<file path="src/rtl/bcd_timer_pkg.sv">
// Shared definitions for the BCD countdown timer: state encoding and BCD helpers.
package bcd_timer_pkg;

    typedef enum logic [1:0] {
        S_IDLE  = 2'b00,
        S_RUN   = 2'b01,
        S_PAUSE = 2'b10,
        S_DONE  = 2'b11
    } state_t;

    localparam logic [3:0] BCD_MAX = 4'd9;

    // Clamp a raw nibble into the legal BCD range.
    function automatic logic [3:0] bcd_sat(input logic [3:0] v);
        return (v > BCD_MAX) ? BCD_MAX : v;
    endfunction

endpackage

</file>
<file path="src/rtl/bcd_timer_ctrl_digit.sv">
// One decade down-counter digit with load and borrow-out.
module bcd_digit
    import bcd_timer_pkg::*;
(
    input  logic       clk,
    input  logic       res,
    input  logic       en,
    input  logic       ld,
    input  logic [3:0] d,
    output logic [3:0] q,
    output logic       bout
);

    assign bout = en && (q == 4'd0);

    always_ff @(posedge clk or posedge res) begin
        if (res) begin
            q <= 4'd0;
        end else if (ld) begin
            q <= d;
        end else if (en) begin
            q <= (q == 4'd0) ? BCD_MAX : q - 4'd1;
        end
    end

endmodule

</file>
<file path="src/rtl/bcd_timer_ctrl.sv">
// Programmable DIGITS-digit BCD countdown timer: run/pause/done sequencing,
// tick prescaler and the borrow chain across the digit counters.
module bcd_timer_ctrl
    import bcd_timer_pkg::*;
#(
    parameter int unsigned DIGITS   = 4,
    parameter int unsigned PRESCALE = 10
) (
    input  logic                  clk,
    input  logic                  res,
    input  logic                  start,
    input  logic                  pause,
    input  logic                  clear,
    input  logic                  load,
    input  logic [4*DIGITS-1:0]   load_val,
    output logic [4*DIGITS-1:0]   digits,
    output logic [1:0]            state,
    output logic                  busy,
    output logic                  tick,
    output logic                  done
);

    localparam int unsigned VW = 4 * DIGITS;
    localparam int unsigned PW = (PRESCALE > 1) ? $clog2(PRESCALE) : 1;
    localparam logic [PW-1:0] P_LAST = PW'(PRESCALE - 1);

    state_t          state_q, state_nxt;
    logic [PW-1:0]   presc_q, presc_nxt;
    logic            busy_q, done_q;
    logic            dig_ld;
    logic [VW-1:0]   dig_d;
    logic [DIGITS-1:0] en_chain;
    logic [DIGITS-1:0] bout;
    logic            val_zero, val_one;
    logic            borrow_unused;

    assign val_zero = (digits == '0);
    assign val_one  = (digits == VW'(1));

    // Next-state, prescaler and digit-load decode.
    always_comb begin
        state_nxt = state_q;
        presc_nxt = presc_q;
        tick      = 1'b0;
        dig_ld    = 1'b0;
        dig_d     = '0;
        if (clear) begin
            state_nxt = S_IDLE;
            presc_nxt = '0;
            dig_ld    = 1'b1;
        end else if (load && (state_q == S_IDLE || state_q == S_DONE)) begin
            state_nxt = S_IDLE;
            presc_nxt = '0;
            dig_ld    = 1'b1;
            for (int i = 0; i < int'(DIGITS); i++) begin
                dig_d[4*i +: 4] = bcd_sat(load_val[4*i +: 4]);
            end
        end else begin
            unique case (state_q)
                S_IDLE: begin
                    if (start) begin
                        presc_nxt = '0;
                        state_nxt = val_zero ? S_DONE : S_RUN;
                    end
                end
                S_RUN: begin
                    if (pause && !start) begin
                        state_nxt = S_PAUSE;
                    end else if (presc_q == P_LAST) begin
                        presc_nxt = '0;
                        tick      = 1'b1;
                        if (val_one) begin
                            state_nxt = S_DONE;
                        end
                    end else begin
                        presc_nxt = presc_q + PW'(1);
                    end
                end
                S_PAUSE: begin
                    if (start) begin
                        state_nxt = S_RUN;
                    end
                end
                S_DONE: begin
                    state_nxt = S_DONE;
                end
                default: state_nxt = S_IDLE;
            endcase
        end
    end

    always_ff @(posedge clk or posedge res) begin
        if (res) begin
            state_q <= S_IDLE;
            presc_q <= '0;
            busy_q  <= 1'b0;
            done_q  <= 1'b0;
        end else begin
            state_q <= state_nxt;
            presc_q <= presc_nxt;
            busy_q  <= (state_nxt == S_RUN) || (state_nxt == S_PAUSE);
            done_q  <= (state_nxt == S_DONE) && (state_q != S_DONE);
        end
    end

    assign state = state_q;
    assign busy  = busy_q;
    assign done  = done_q;

    // Borrow chain: a digit decrements only when every lower digit wraps.
    assign en_chain[0] = tick;

    for (genvar i = 0; i < int'(DIGITS); i++) begin : g_digit
        bcd_digit u_digit (
            .clk  (clk),
            .res  (res),
            .en   (en_chain[i]),
            .ld   (dig_ld),
            .d    (dig_d[4*i +: 4]),
            .q    (digits[4*i +: 4]),
            .bout (bout[i])
        );
        if (i < int'(DIGITS) - 1) begin : g_chain
            assign en_chain[i+1] = bout[i];
        end
    end

    // The top digit's borrow would mean underflow, which the FSM never allows.
    assign borrow_unused = bout[DIGITS-1];

endmodule
</file>
<file path="config.mk">
export PLATFORM = sky130hd
export DESIGN_NAME = bcd_timer_ctrl
export DESIGN_NICKNAME = d
export VERILOG_FILES = /design/src/rtl/bcd_timer_pkg.sv /design/src/rtl/bcd_timer_ctrl_digit.sv /design/src/rtl/bcd_timer_ctrl.sv
export SDC_FILE = /design/constraint.sdc
export NUM_CORES = 1
export LEC_CHECK = 0
export CAP_MARGIN = 5
export CELL_PAD_IN_SITES_DETAIL_PLACEMENT = 1
export CELL_PAD_IN_SITES_GLOBAL_PLACEMENT = 2
export CORE_ASPECT_RATIO = 0.9
export CORE_MARGIN = 4
export CORE_UTILIZATION = 28
export DETAILED_ROUTE_END_ITERATION = 10
export GPL_ROUTABILITY_DRIVEN = 1
export GPL_TIMING_DRIVEN = 0
export PLACE_DENSITY_LB_ADDON = 0.1
export SYNTH_ARGS = -nofsm -noshare
export SYNTH_HDL_FRONTEND = slang
export SYNTH_SLANG_ARGS = --single-unit
</file>
<file path="constraint.sdc">
create_clock -name clk -period 3.2 [get_ports clk]
set_clock_uncertainty 0.1 [all_clocks]
set_input_delay 0.32 -clock clk [delete_from_list [all_inputs] [get_ports clk]]
set_output_delay 0.32 -clock clk [all_outputs]
set_load 0.02 [all_outputs]
</file>
==> results <==
-- power breakdown --
part / leakage (nW) / total [mW] / internal, mW / switching [mW]
Clock: 0.0216 / 0.182 / 0.0843 / 0.0977
Combinational: 0.526 / 0.483 / 0.216 / 0.266
Sequential: 0.321 / 0.421 / 0.348 / 0.0727
-- layout make-up --
| class | count | area [sq um] | share of cell area [%] |
|---|---|---|---|
| repair buffers | 43 | 425 | 19.8 |
| multi-input cells | 149 | 940 | 43.8 |
| plain buffers | 2 | 12.5 | 0.583 |
| inverters | 11 | 41.3 | 1.93 |
| well taps | 67 | 83.8 | 3.91 |
| clock buffers | 3 | 41.3 | 1.93 |
| flip-flops and latches | 24 | 601 | 28.0 |
-- worst paths after layout --
check                                        start                 endpoint  slack (ns)  depth (start not counted)
setup reg to reg                          state[0]  g_digit[2].u_digit.q[0]        0.63                          6
min in group clk           g_digit[1].u_digit.q[2]  g_digit[1].u_digit.q[2]        0.48                          1
setup / recovery                          state[0]                     tick        0.20                          7
hold / removal                                 res  g_digit[1].u_digit.q[3]        0.48                          2
max in group asynchronous                      res               presc_q[1]        1.93                          2
hold reg to reg            g_digit[1].u_digit.q[2]  g_digit[1].u_digit.q[2]        0.48                          1
-- critical path, delay by kind of cell (launching register included) --
kind | cells | cell delay, ns
AO/OA/AOI/OAI | 1 | 0.31
AND/OR/NAND/NOR | 1 | 0.15
buffers and inverters | 4 | 1.04
adder cells (fa/ha/maj) | 1 | 0.33
flip-flops | 1 | 0.48
-- cells by family (layout without fill, tap and decap cells) --
kind of cell / count (synthesis) / after routing / share of synthesized area (%)
buffers and inverters: 14 / 59 / 3.53
AO/OA/AOI/OAI: 71 / 71 / 29.3
adder cells (fa/ha/maj): 7 / 7 / 5.49
XOR/XNOR: 1 / 1 / 0.549
flip-flops: 24 / 24 / 37.6
AND/OR/NAND/NOR: 70 / 70 / 23.5
-- through the flow --
step                      setup TNS (ns)  hold slack, ns  cells  util (%)
after floorplan                        0           0.235    187         -
after global placement                 0           0.454    296      39.0
after detailed placement         -0.0242           0.468    296      39.0
after CTS                              0           0.487    298      39.7
after global routing                   0           0.521    299      39.9
final                                  0           0.477    299      39.9
-- state kept, by name, summed over array words and instances, names as in the netlist --
register / flops
state: 2
done: 1
busy: 1
g_digit.u_digit.q: 16
presc_q: 4
-- routing by layer --
layer / vias to the layer above / track usage (%)
met5: - / 0
met4: 0 / 2.91
met3: 2 / 3.61
met2: 35 / 24.8
met1: 773 / 20.1
li1: 783 / -
-- Yosys cell counts, types with 3 or more instances --
cell     count  area [sq um]
a31o_2       3          26.3
inv_1       11          41.3
o21ai_0     17          85.1
a21o_1       3          22.5
or3_1        4          25.0
nand2_1     13          48.8
nor3_1       4          20.0
dfrtp_1     24           601
ha_1         7          87.6
nor2_1      28           105
a31oi_1      5          31.3
nor2b_1      3          18.8
a21oi_1     21           105
==> qor.yml <==
placed_design:
  io_buffer_count: 42
  dpl_cell_area_sq_mm: 0.00210
  dp_hpwl_microns: 3890
  place_ws_ns: -0.0242
  gp_congestion: 0.806
route:
  drtAntennaViolNets: 0
  initialDrtViolationCount: 41
  wl_per_cell_microns: 16.6
  drt_pass1_iterations: 4
  num_vias: 1593
  viasPerCell: 5.33
  wl_met2_microns: 2340
  drc: 0
  top_layer: "met4"
  drt-total-wl_microns: 4950
  met1Wirelength_microns: 2350
  routed-wl-met3_microns: 244
logic_synthesis:
  synth.distinct_cells: 49
  netlist_instances: 187
  syn_area_per_cell_sq_um: 8.53
  synthesis.nets: 216
  ys_warn_count: 0
  synth-seq-area-share_pct: 37.6
  ys_ff_latch: 24
  postSynth.asyncResetShare_pct: 100
  synth_top_flop_cell: "dfrtp_1"
  synth_edf_count: 0
  netlist_area_sq_mm: 0.00160
timing:
  hold_viol: 0
  final_max_slew_viol_count: 0
  relSlewSlack_pct: 34.9
  setup_viol: 0
  period_minus_slack_ns: 3.00
  layout_setup_ws_ns: 0.196
  max_freq_mhz: 333
  tightest_slew_ns: 0.976
  period_share_pct: 93.9
  rsz0062_at_grt: "false"
global_routing:
  grt_pass1_vias: 1757
  grt_max_degree: 25
  track_usage_pct: 15.1
  grt-ovfl-total: 0
  antenna_found_initial: 0
  grt_pass1_wl_microns: 8300
worst_hold_path:
  min_path_type: "in -> async"
setup_path:
  crit_required_ns: 2.78
  worstSetupPathType: "reg -> out"
  cp.arrival_ns: 2.58
  crit_fanout: 12
  cpMaxStageDelayCell: "clkdlybuf4s50_1"
  worstSetupEndpointType: "primary output"
  slowest_delay_ns: 0.62
  cpMostUsedCell: "inv_1"
  start_kind: "flop"
  crit_chain: "inv_1, ha_1, inv_1, a21o_2, clkbuf_2, nor2_1, clkdlybuf4s50_1"
cells_and_area:
  layout_common_cells: "clkdlybuf4s50_1 (42), nor2_1 (28), dfrtp_1 (24), a21oi_1 (21), o21ai_0 (17)"
  area_growth_pct: 34.4
  fillers: 641
  n_antenna_cell: 0
  post-route-cell-area_sq_mm: 0.00214
  final_common_cell: "clkdlybuf4s50_1"
  fin_nets: 263
  drive_above_1_share_pct: 9.48
floorplan:
  dieArea_sq_mm: 0.00697
  die_w_microns: 87.6
  die_y_microns: 79.6
  start_util_pct: 29.7
  io_pins: 43
  core_sq_mm: 0.00538
  std_cell_rows: 25
clock_network:
  cts_max_level: 1
  cts_root_buffer: "clkbuf_8"
  clkSlewWorstSetupHoldPaths_ns: 0.09
  clockBufferDepth: 2
  cts_tree: "yes"
  clock_latency_ns: 0.27
  cts.sinks: 24
  cts_buffers: 3
  cts_resized: 1
  postCtsSetupRepairBufs: 0
  holdBufCountCts: 0
power:
  power.total_mw: 1.09
  leakagePower_nw: 0.868
  vdd_drop_max_uv: 192
  cellPowerDensity_mw_per_mm2: 506
run:
  drv_cap: 0
outcome:
  outcome: "completed"
Note: power is estimated with default switching activity, not from simulation.
